### src/rtl/seg7_scan_decoder.sv
// Seven-segment scan decoder: debounces multiplexed {dig_sel, seg} samples and
// assembles ones/tens digits into BCD and binary frames with a sticky error flag.
module seg7_scan_decoder #(
  parameter int unsigned STABLE_CYCLES = 4
) (
  input  logic       clk,
  input  logic       rst_n,
  input  logic       en,
  input  logic [6:0] seg,
  input  logic [1:0] dig_sel,
  input  logic       clr_err,
  output logic [3:0] bcd_tens,
  output logic [3:0] bcd_ones,
  output logic [6:0] bin_val,
  output logic       valid,
  output logic       err
);

  localparam logic [3:0] LP_STABLE = 4'(STABLE_CYCLES);
  localparam logic [3:0] LP_PRE    = 4'(STABLE_CYCLES - 1);

  typedef enum logic [1:0] {IDLE, WAIT_ONES, WAIT_TENS, REPORT} state_t;

  state_t     r_state;
  state_t     w_next;
  logic [8:0] r_sample;
  logic [3:0] r_hold;
  logic [3:0] r_ones_pend;
  logic [3:0] r_bcd_tens;
  logic [3:0] r_bcd_ones;
  logic       r_valid;
  logic       r_err;

  logic [8:0] w_key;
  logic       w_same;
  logic       w_accept;
  logic [3:0] w_digit;
  logic       w_legal;
  logic       w_blank;
  logic       w_store_ones;
  logic       w_report;
  logic       w_set_err;

  assign w_key  = {dig_sel, seg};
  assign w_same = (w_key == r_sample);
  // Accept fires only on the edge where the hold count steps into saturation.
  assign w_accept = w_same && (r_hold == LP_PRE) &&
                    ((dig_sel == 2'b01) || (dig_sel == 2'b10));

  always_comb begin
    w_digit = '0;
    w_legal = 1'b1;
    w_blank = 1'b0;
    case (seg)
      7'b1000000: w_digit = 4'd0;
      7'b1111001: w_digit = 4'd1;
      7'b0100100: w_digit = 4'd2;
      7'b0110000: w_digit = 4'd3;
      7'b0011001: w_digit = 4'd4;
      7'b0010010: w_digit = 4'd5;
      7'b0000010: w_digit = 4'd6;
      7'b1111000: w_digit = 4'd7;
      7'b0000000: w_digit = 4'd8;
      7'b0010000: w_digit = 4'd9;
      7'b1111111: begin
        w_legal = 1'b0;
        w_blank = 1'b1;
      end
      default:    w_legal = 1'b0;
    endcase
  end

  always_comb begin
    w_next       = r_state;
    w_store_ones = 1'b0;
    w_report     = 1'b0;
    w_set_err    = 1'b0;
    if (!en) begin
      w_next = IDLE;
    end else begin
      case (r_state)
        IDLE:      w_next = WAIT_ONES;
        WAIT_ONES: begin
          if (w_accept && (dig_sel == 2'b01)) begin
            if (w_legal) begin
              w_store_ones = 1'b1;
              w_next       = WAIT_TENS;
            end else begin
              w_set_err = 1'b1;
            end
          end
        end
        WAIT_TENS: begin
          if (w_accept) begin
            if (dig_sel == 2'b10) begin
              // A blank tens digit is a suppressed leading zero.
              if (w_legal || w_blank) begin
                w_report = 1'b1;
                w_next   = REPORT;
              end else begin
                w_set_err = 1'b1;
                w_next    = WAIT_ONES;
              end
            end else if (w_legal) begin
              w_store_ones = 1'b1;
            end else begin
              w_set_err = 1'b1;
              w_next    = WAIT_ONES;
            end
          end
        end
        REPORT:    w_next = WAIT_ONES;
        default:   w_next = IDLE;
      endcase
    end
  end

  always_ff @(posedge clk or negedge rst_n) begin
    if (!rst_n) begin
      r_state     <= IDLE;
      r_sample    <= {2'b00, 7'b1111111};
      r_hold      <= '0;
      r_ones_pend <= '0;
      r_bcd_tens  <= '0;
      r_bcd_ones  <= '0;
      r_valid     <= 1'b0;
      r_err       <= 1'b0;
    end else begin
      r_state  <= w_next;
      r_sample <= w_key;
      if (!w_same) begin
        r_hold <= 4'd1;
      end else if (r_hold != LP_STABLE) begin
        r_hold <= r_hold + 4'd1;
      end
      if (w_store_ones) begin
        r_ones_pend <= w_digit;
      end
      // Outputs load on the edge entering REPORT so they are visible with valid.
      r_valid <= w_report;
      if (w_report) begin
        r_bcd_tens <= w_digit;
        r_bcd_ones <= r_ones_pend;
      end
      r_err <= w_set_err | (r_err & ~clr_err);
    end
  end

  assign bcd_tens = r_bcd_tens;
  assign bcd_ones = r_bcd_ones;
  assign valid    = r_valid;
  assign err      = r_err;
  // tens*10 = tens*8 + tens*2; digits are at most 9 so the sum stays within 7 bits.
  assign bin_val  = {r_bcd_tens, 3'b000} + {2'b00, r_bcd_tens, 1'b0} + {3'b000, r_bcd_ones};

endmodule

### config.mk
export PLATFORM = sky130hd
export DESIGN_NAME = seg7_scan_decoder
export DESIGN_NICKNAME = d
export VERILOG_FILES = /design/src/rtl/seg7_scan_decoder.sv
export SDC_FILE = /design/constraint.sdc
export NUM_CORES = 1
export LEC_CHECK = 0
export CORE_UTILIZATION = 48
export CTS_BUF_LIST = sky130_fd_sc_hd__clkbuf_16
export CTS_CLUSTER_SIZE = 14
export DETAILED_ROUTE_END_ITERATION = 10
export PLACE_DENSITY = 0.76
export SYNTH_ARGS = -nofsm -noshare
export SYNTH_HDL_FRONTEND = slang
export SYNTH_SLANG_ARGS = --single-unit
### constraint.sdc
create_clock -name clk -period 2.05 [get_ports clk]
set_input_delay 0.41 -clock clk [delete_from_list [all_inputs] [get_ports clk]]
set_output_delay 0.41 -clock clk [all_outputs]
set_load 0.1 [all_outputs]
==> results of run 1 <==
state kept, by name, indices dropped and copies added (netlist names):
register and cells:
r_state 2, bcd_ones 4, r_hold 4, err 1, r_ones_pend 4, r_sample 9
bcd_tens 4, valid 1
worst paths after layout:
kind                                start           to  slack, ns  depth (start not counted)
min in group asynchronous           rst_n   r_state[0]       0.52                          2
hold reg to reg            r_ones_pend[2]  bcd_ones[2]       0.52                          1
setup / recovery              bcd_tens[2]   bin_val[6]      -0.77                          6
setup reg to reg              r_sample[1]  bcd_ones[1]      -0.19                          6
max in group asynchronous           rst_n  r_sample[2]       1.21                          2
hold / removal                     seg[1]  r_sample[1]       0.28                          1
cells by family after synthesis:
group | Yosys count | synth area share
AND/OR/NAND/NOR | 52 | 0.158
AO/OA/AOI/OAI | 28 | 0.104
multiplexers | 14 | 0.0934
buffers and inverters | 23 | 0.0622
flip-flops | 29 | 0.397
adder cells (fa/ha/maj) | 15 | 0.110
XOR/XNOR | 16 | 0.0758
worst max-delay path, cell delays in order (launching register included):
cell     delay [ns]
dfrtp_4        0.48
fa_1           0.52
fa_2           0.39
a21o_1         0.22
a21oi_4        0.19
xnor2_4        0.15
buf_12         0.19
layout make-up:
class / count / area [µm²]
timing repair buffer: 80 / 701
sequential: 29 / 756
tap: 48 / 60.1
multi-input combinational: 125 / 1180
clock inverter: 3 / 12.5
clock buffer: 5 / 125
fill: 238 / 802
inverter: 14 / 52.6
timing repair:
item,in CTS,in global routing
gates cloned,0,0
pin swaps,5,7
resized for setup,25,14
endpoints found under the setup margin,20,19
setup buffers,4,4
metal layers:
metal | GRT usage | wire (µm)
met1 | 0.310 | 2050
met2 | 0.501 | 2880
met3 | 0.0571 | 200
met4 | 0.125 | 130
met5 | 0 | 0
power breakdown:
part | total (mW) | switching (mW) | internal [mW]
combinational | 0.370 | 0.204 | 0.166
clock | 0.685 | 0.247 | 0.437
sequential | 0.634 | 0.0264 | 0.607
total | 1.69 | 0.477 | 1.21
cells in the mapped netlist, drive strengths merged, types with 3 or more instances:
master,number,area share
a21oi,8,0.022
buf,7,0.030
dfrtp,22,0.30
dfstp,7,0.099
ha,13,0.088
inv,14,0.028
mux2,8,0.061
mux2i,6,0.032
nand2,9,0.018
nand2b,6,0.020
nand3,4,0.011
nand4,3,0.014
nor2,11,0.022
nor3,7,0.025
nor4,4,0.017
o21ai,5,0.014
or3,3,0.010
xnor2,5,0.024
xor2,11,0.052
through the flow:
step / hold WS, ns / power (mW) / util / std cells / setup slack (ns)
6_report: 0.283 / 1.69 / 0.783 / 304 / -0.771
5_1_grt: 0.285 / 1.76 / 0.783 / 304 / -0.805
4_1_cts: 0.322 / 1.67 / 0.769 / 302 / -0.774
3_5_place_dp: 0.508 / 0.974 / 0.718 / 290 / -0.804
3_3_place_gp: 0.491 / 0.952 / 0.718 / 290 / -0.689
2_1_floorplan: 0.114 / 0.841 / - / 177 / -0.692
==> qor.csv, run 1 <==
stage,metric,value,unit
run_status,status,"complete, but fails checks",
run_status,violated checks,negative setup slack,
routing,DRT Wirelength,5260,µm
power,P_leak,1.41,nW
sta,Slew @ Worst Pin,0.382,ns
sta,RSZ-0062 raised after global routing,true,
power,PD cells,585,mW/mm²
placement,Detailed Place HPWL,3730,µm
cells_and_area,"commonest non-fill, non-tap cell in the layout",buf_4,
logic_synthesis,cell count after synthesis,177,
routing,antenna-violating nets left,0,
setup_path,Setup CP Type,reg -> out,
clocking,Worst-path clk slew,0.05,ns
logic_synthesis,Post-synth EDFFs,0,
logic_synthesis,syn nets,205,
setup_path,CP Capture Type,output port,
clocking,Root Driver,clkbuf_16,
placement,placed cell area,0.00265,mm²
logic_synthesis,predominant post-synthesis flop cell,dfrtp_1,
clocking,Clock Sinks,29,
setup_path,Worst Path Required,1.64,ns
sta,fin crit share,1.38,
logic_synthesis,synth unique cells,44,
routing,Iteration-0 DRC Markers,48,
die,die area,0.00410,mm²
routing,vias,1676,
global_route,grt ovf,0,
power,peak supply drop,410,µV
hold_path,worst min path class,in -> reg,
global_route,initial antenna violation count,0,
routing,DRT Pass-1 Iters,4,
global_route,first-pass GRT wire length,8370,µm
routing,Vias/cell,5.51,
setup_path,maximum fanout along the worst path,2,
sta,fin crit period,2.82,ns
sta,Final Hold Fails,0,
logic_synthesis,YS warnings,0,
die,Placement Rows,22,
logic_synthesis,Syn Area/Cell,10.4,µm²
placement,# port buffers,29,
logic_synthesis,sequential share of the synthesized area,0.397,
global_route,largest net degree at the start of global routing,30,
setup_path,crit path DAT,2.41,ns
die,IO Pins,30,
cells_and_area,Finished Cell Area,0.00289,mm²
cells_and_area,Ant. Diodes,0,
die,Die W,64.1,µm
die,Core ar.,0.00369,mm²
cells_and_area,"commonest cells after routing, fill and taps aside","buf_4 (58), dfrtp_1 (15), inv_1 (14)",
setup_path,startpoint types,flop,
logic_synthesis,Mapped Area,0.00185,mm²
cells_and_area,Layout area overhead,56.1,%
clocking,TritonCTS clock tree,done,
clocking,H-tree levels,2,
sta,clk_skew,0.00518,ns
sta,Max-Slew Margin vs Limit,0.745,
global_route,Overall Global Routing Usage,0.277,
routing,DR DRC count,0,
global_route,number of global-route vias before repair,1820,
die,Starting Density,0.501,
sta,Setup TNS,-4.73,ns
placement,GPL Wtd Cong,1.03,
sta,Final setup violation count,16,
clocking,clk_lat worst skew,0.28,ns
cells_and_area,share of cells above drive strength 1,0.484,
routing,WL per Instance,17.3,µm
sta,Max Fclk,354,MHz
sta,Final WS setup,-0.771,ns
clocking,Max clock buf depth,2,
cells_and_area,"Net count, final",283,
clocking,CTS Buf Count,5,
sta,"Slew Viols, Final",0,
die,Die H,64.1,µm
flow_run,Max Cap Viol,0,
clocking,hold_buf cts,0,
logic_synthesis,#FFs+latches synth,29,
logic_synthesis,fraction of registers with async set/reset,1.00,
Note: power is estimated with default switching activity, not from simulation.
==> run 2, diff against run 1 <==
--- a/config.mk
+++ b/config.mk
@@ -5,11 +5,13 @@
 export SDC_FILE = /design/constraint.sdc
 export NUM_CORES = 1
 export LEC_CHECK = 0
-export CORE_UTILIZATION = 48
+export CELL_PAD_IN_SITES_DETAIL_PLACEMENT = 1
+export CELL_PAD_IN_SITES_GLOBAL_PLACEMENT = 1
+export CORE_UTILIZATION = 41
 export CTS_BUF_LIST = sky130_fd_sc_hd__clkbuf_16
 export CTS_CLUSTER_SIZE = 14
 export DETAILED_ROUTE_END_ITERATION = 10
-export PLACE_DENSITY = 0.76
+export PLACE_DENSITY_LB_ADDON = 0.1
 export SYNTH_ARGS = -nofsm -noshare
 export SYNTH_HDL_FRONTEND = slang
 export SYNTH_SLANG_ARGS = --single-unit
==> constraint.sdc (replaced) <==
create_clock -name clk -period 3 [get_ports clk]
set_input_delay 0.6 -clock clk [delete_from_list [all_inputs] [get_ports clk]]
set_output_delay 0.6 -clock clk [all_outputs]
set_load 0.1 [all_outputs]
==> qor.csv, run 2 (synthesis gave the netlist of run 1 again) <==
stage,metric,value,unit,change
sta,Max-Slew Margin vs Limit,0.665,,was 0.745
setup_path,critical path launch point,bcd_ones[3],,was bcd_tens[2]
placement,Detailed Place HPWL,3450,µm,was 3730 µm
setup_path,startpoint types,flop,,unchanged
setup_path,critical path cell sequence,fa_1 -> fa_2 -> a21o_1 -> a21oi_4 -> xnor2_4 -> buf_12,,unchanged
routing,DR DRC count,0,,unchanged
die,IO Pins,30,,unchanged
sta,Final WS setup,-0.00759,ns,was -0.771 ns
setup_path,"Slowest-stage cell, CP",fa_1,,unchanged
sta,worst hold margin,0.500,ns,was 0.283 ns
power,PD cells,423,mW/mm²,was 585 mW/mm²
global_route,grt ovf,0,,unchanged
clocking,H-tree levels,2,,unchanged
sta,"Slew Viols, Final",0,,unchanged
routing,WL per Instance,15.7,µm,was 17.3 µm
die,Core ar.,0.00435,mm²,was 0.00369 mm²
cells_and_area,Layout area overhead,42.4,%,was 56.1%
sta,Final setup violation count,1,,was 16
cells_and_area,share of cells above drive strength 1,0.371,,was 0.484
hold_path,beginning of the worst hold path,r_ones_pend[1],,was seg[1]
cells_and_area,Reg with most FFs,r_sample,,unchanged
clocking,hold_buf cts,0,,unchanged
die,die area,0.00478,mm²,was 0.00410 mm²
clocking,Max clock buf depth,2,,unchanged
setup_path,crit path DAT,2.41,ns,about the same
clocking,Worst-path clk slew,0.05,ns,about the same
cells_and_area,Util after Layout,0.605,,was 0.783
setup_path,CP Capture Type,output port,,unchanged
die,Placement Rows,24,,was 22
global_route,largest net degree at the start of global routing,30,,unchanged
power,clock share of power,0.420,,was 0.406
setup_path,Setup CP Type,reg -> out,,unchanged
cells_and_area,"commonest cells after routing, fill and taps aside","buf_4 (45), inv_1 (15), dfrtp_1 (15)",,"was buf_4 (58), dfrtp_1 (15), inv_1 (14)"
routing,DRT Wirelength,4530,µm,was 5260 µm
global_route,number of global-route vias before repair,1584,,"was 1,820"
power,Sequential Power Share,0.389,,was 0.375
setup_path,Worst Path Required,2.40,ns,was 1.64 ns
sta,clk_skew,0.00459,ns,was 0.00518 ns
power,logic gate share of total power,0.191,,was 0.219
sta,fin crit period,3.01,ns,
power,P_leak,1.28,nW,was 1.41 nW
clocking,clk_lat worst skew,0.28,ns,about the same
clocking,CTS Buf Count,5,,unchanged
clocking,TritonCTS clock tree,done,,unchanged
global_route,Overall Global Routing Usage,0.201,,was 0.277
power,NetSw,303,µW,was 477 µW
setup_path,max incr delay on CP,0.53,ns,was 0.52 ns
cells_and_area,max reg flops,9,,unchanged
routing,antenna-violating nets left,0,,unchanged
routing,vias,1486,,"was 1,676"
global_route,initial antenna violation count,0,,unchanged
placement,# port buffers,29,,unchanged
cells_and_area,"Net count, final",264,,was 283
cells_and_area,Ant. Diodes,0,,unchanged
routing,Vias/cell,5.14,,was 5.51
power,peak supply drop,239,µV,was 410 µV
die,Die H,69.2,µm,was 64.1 µm
die,Die W,69.2,µm,was 64.1 µm
run_status,status,"complete, but fails checks",,unchanged
cells_and_area,"commonest non-fill, non-tap cell in the layout",buf_4,,unchanged
global_route,first-pass GRT wire length,7550,µm,was 8370 µm
routing,DRT Pass-1 Iters,4,,unchanged
power,internal power,811,µW,was 1.21 mW
clocking,Clock Sinks,29,,unchanged
sta,Max Fclk,332,MHz,
run_status,violated checks,negative setup slack,,unchanged
sta,fin crit share,1.00,,
placement,GPL Wtd Cong,0.885,,was 1.03
setup_path,maximum fanout along the worst path,2,,unchanged
sta,Final Hold Fails,0,,unchanged
power,switching share of power,0.272,,was 0.283
sta,RSZ-0062 raised after global routing,true,,unchanged
hold_path,worst min path class,reg -> reg,,was in -> reg
flow_run,Max Cap Viol,0,,unchanged
sta,Slew @ Worst Pin,0.498,ns,was 0.382 ns
routing,Iteration-0 DRC Markers,33,,was 48
hold_path,Hold Crit Depth,1,,unchanged
die,Starting Density,0.425,,was 0.501
setup_path,Worst R2R Start,r_sample[0],,was r_sample[1]
setup_path,R2R depth,6,,unchanged
clocking,Root Driver,clkbuf_16,,unchanged
-- run 2: cell count changes in the layout (fill, tap and decap cells not counted), moves of 3 or more --
cell	previous run	this run
clkdlybuf4s50_1	3	12
buf_6	3	0
buf_4	58	45
clkbuf_2	3	0
dlygate4sd2_1	3	0
-- run 2: layer usage --
metal,track usage,vias up,part of all wire
li1,-,731,-
met1,0.241,726,0.42
met2,0.356,23,0.53
met3,0.0439,6,0.028
met4,0.0680,0,0.015
met5,0,-,0
-- run 2: area by class of cell --
class	instances	area, µm²
clock buffers	5	125
clock inverters	3	13.8
fillers	480	1720
inverters	14	52.6
multi-input cells	125	1090
flip-flops and latches	29	751
well taps	52	65.1
repair buffers	61	538
-- run 2: power groups by stage --
stage | clock [mW] | sequential (mW) | combinational (mW)
6_report | 0.468 | 0.433 | 0.212
5_1_grt | 0.490 | 0.435 | 0.236
4_1_cts | 0.482 | 0.432 | 0.213
3_5_place_dp | 0 | 0.438 | 0.210
3_3_place_gp | 0 | 0.436 | 0.201
2_1_floorplan | 0 | 0.435 | 0.133
-- run 2: through the flow --
step	setup WS (ns)	power, mW	area, µm²	std cells	setup TNS (ns)
after floorplan	0.0146	0.568	1930	177	0
after global placement	-0.164	0.638	2420	275	-0.981
after detailed placement	-0.162	0.648	2420	275	-1.03
after CTS	0.00183	1.13	2590	285	0
after global routing	-0.0730	1.16	2630	289	-0.0730
final	-0.00759	1.11	2630	289	-0.00759
-- run 2: worst max-delay path, delay by kind of cell, from the launching register on --
family	cells	cell delay, ns
fa+ha+maj	2	0.90
xor+xnor	1	0.15
flops	1	0.48
compound gates	2	0.41
buf+inv	1	0.19
-- run 2: final timing paths --
kind | slack (ns) | to
max reg2reg | 0.78 | r_ones_pend[2]
min in group asynchronous | 0.73 | r_sample[7]
max | -0.008 | bin_val[6]
min reg2reg | 0.50 | r_ones_pend[1]
min | 0.50 | r_ones_pend[1]
max in group asynchronous | 1.96 | r_sample[1]
-- run 2: repair_timing --
item | in CTS | in global routing
pin swaps | 4 | 1
setup endpoints to repair | 2 | 8
setup buffers | 2 | 4
resized for setup | 2 | 2
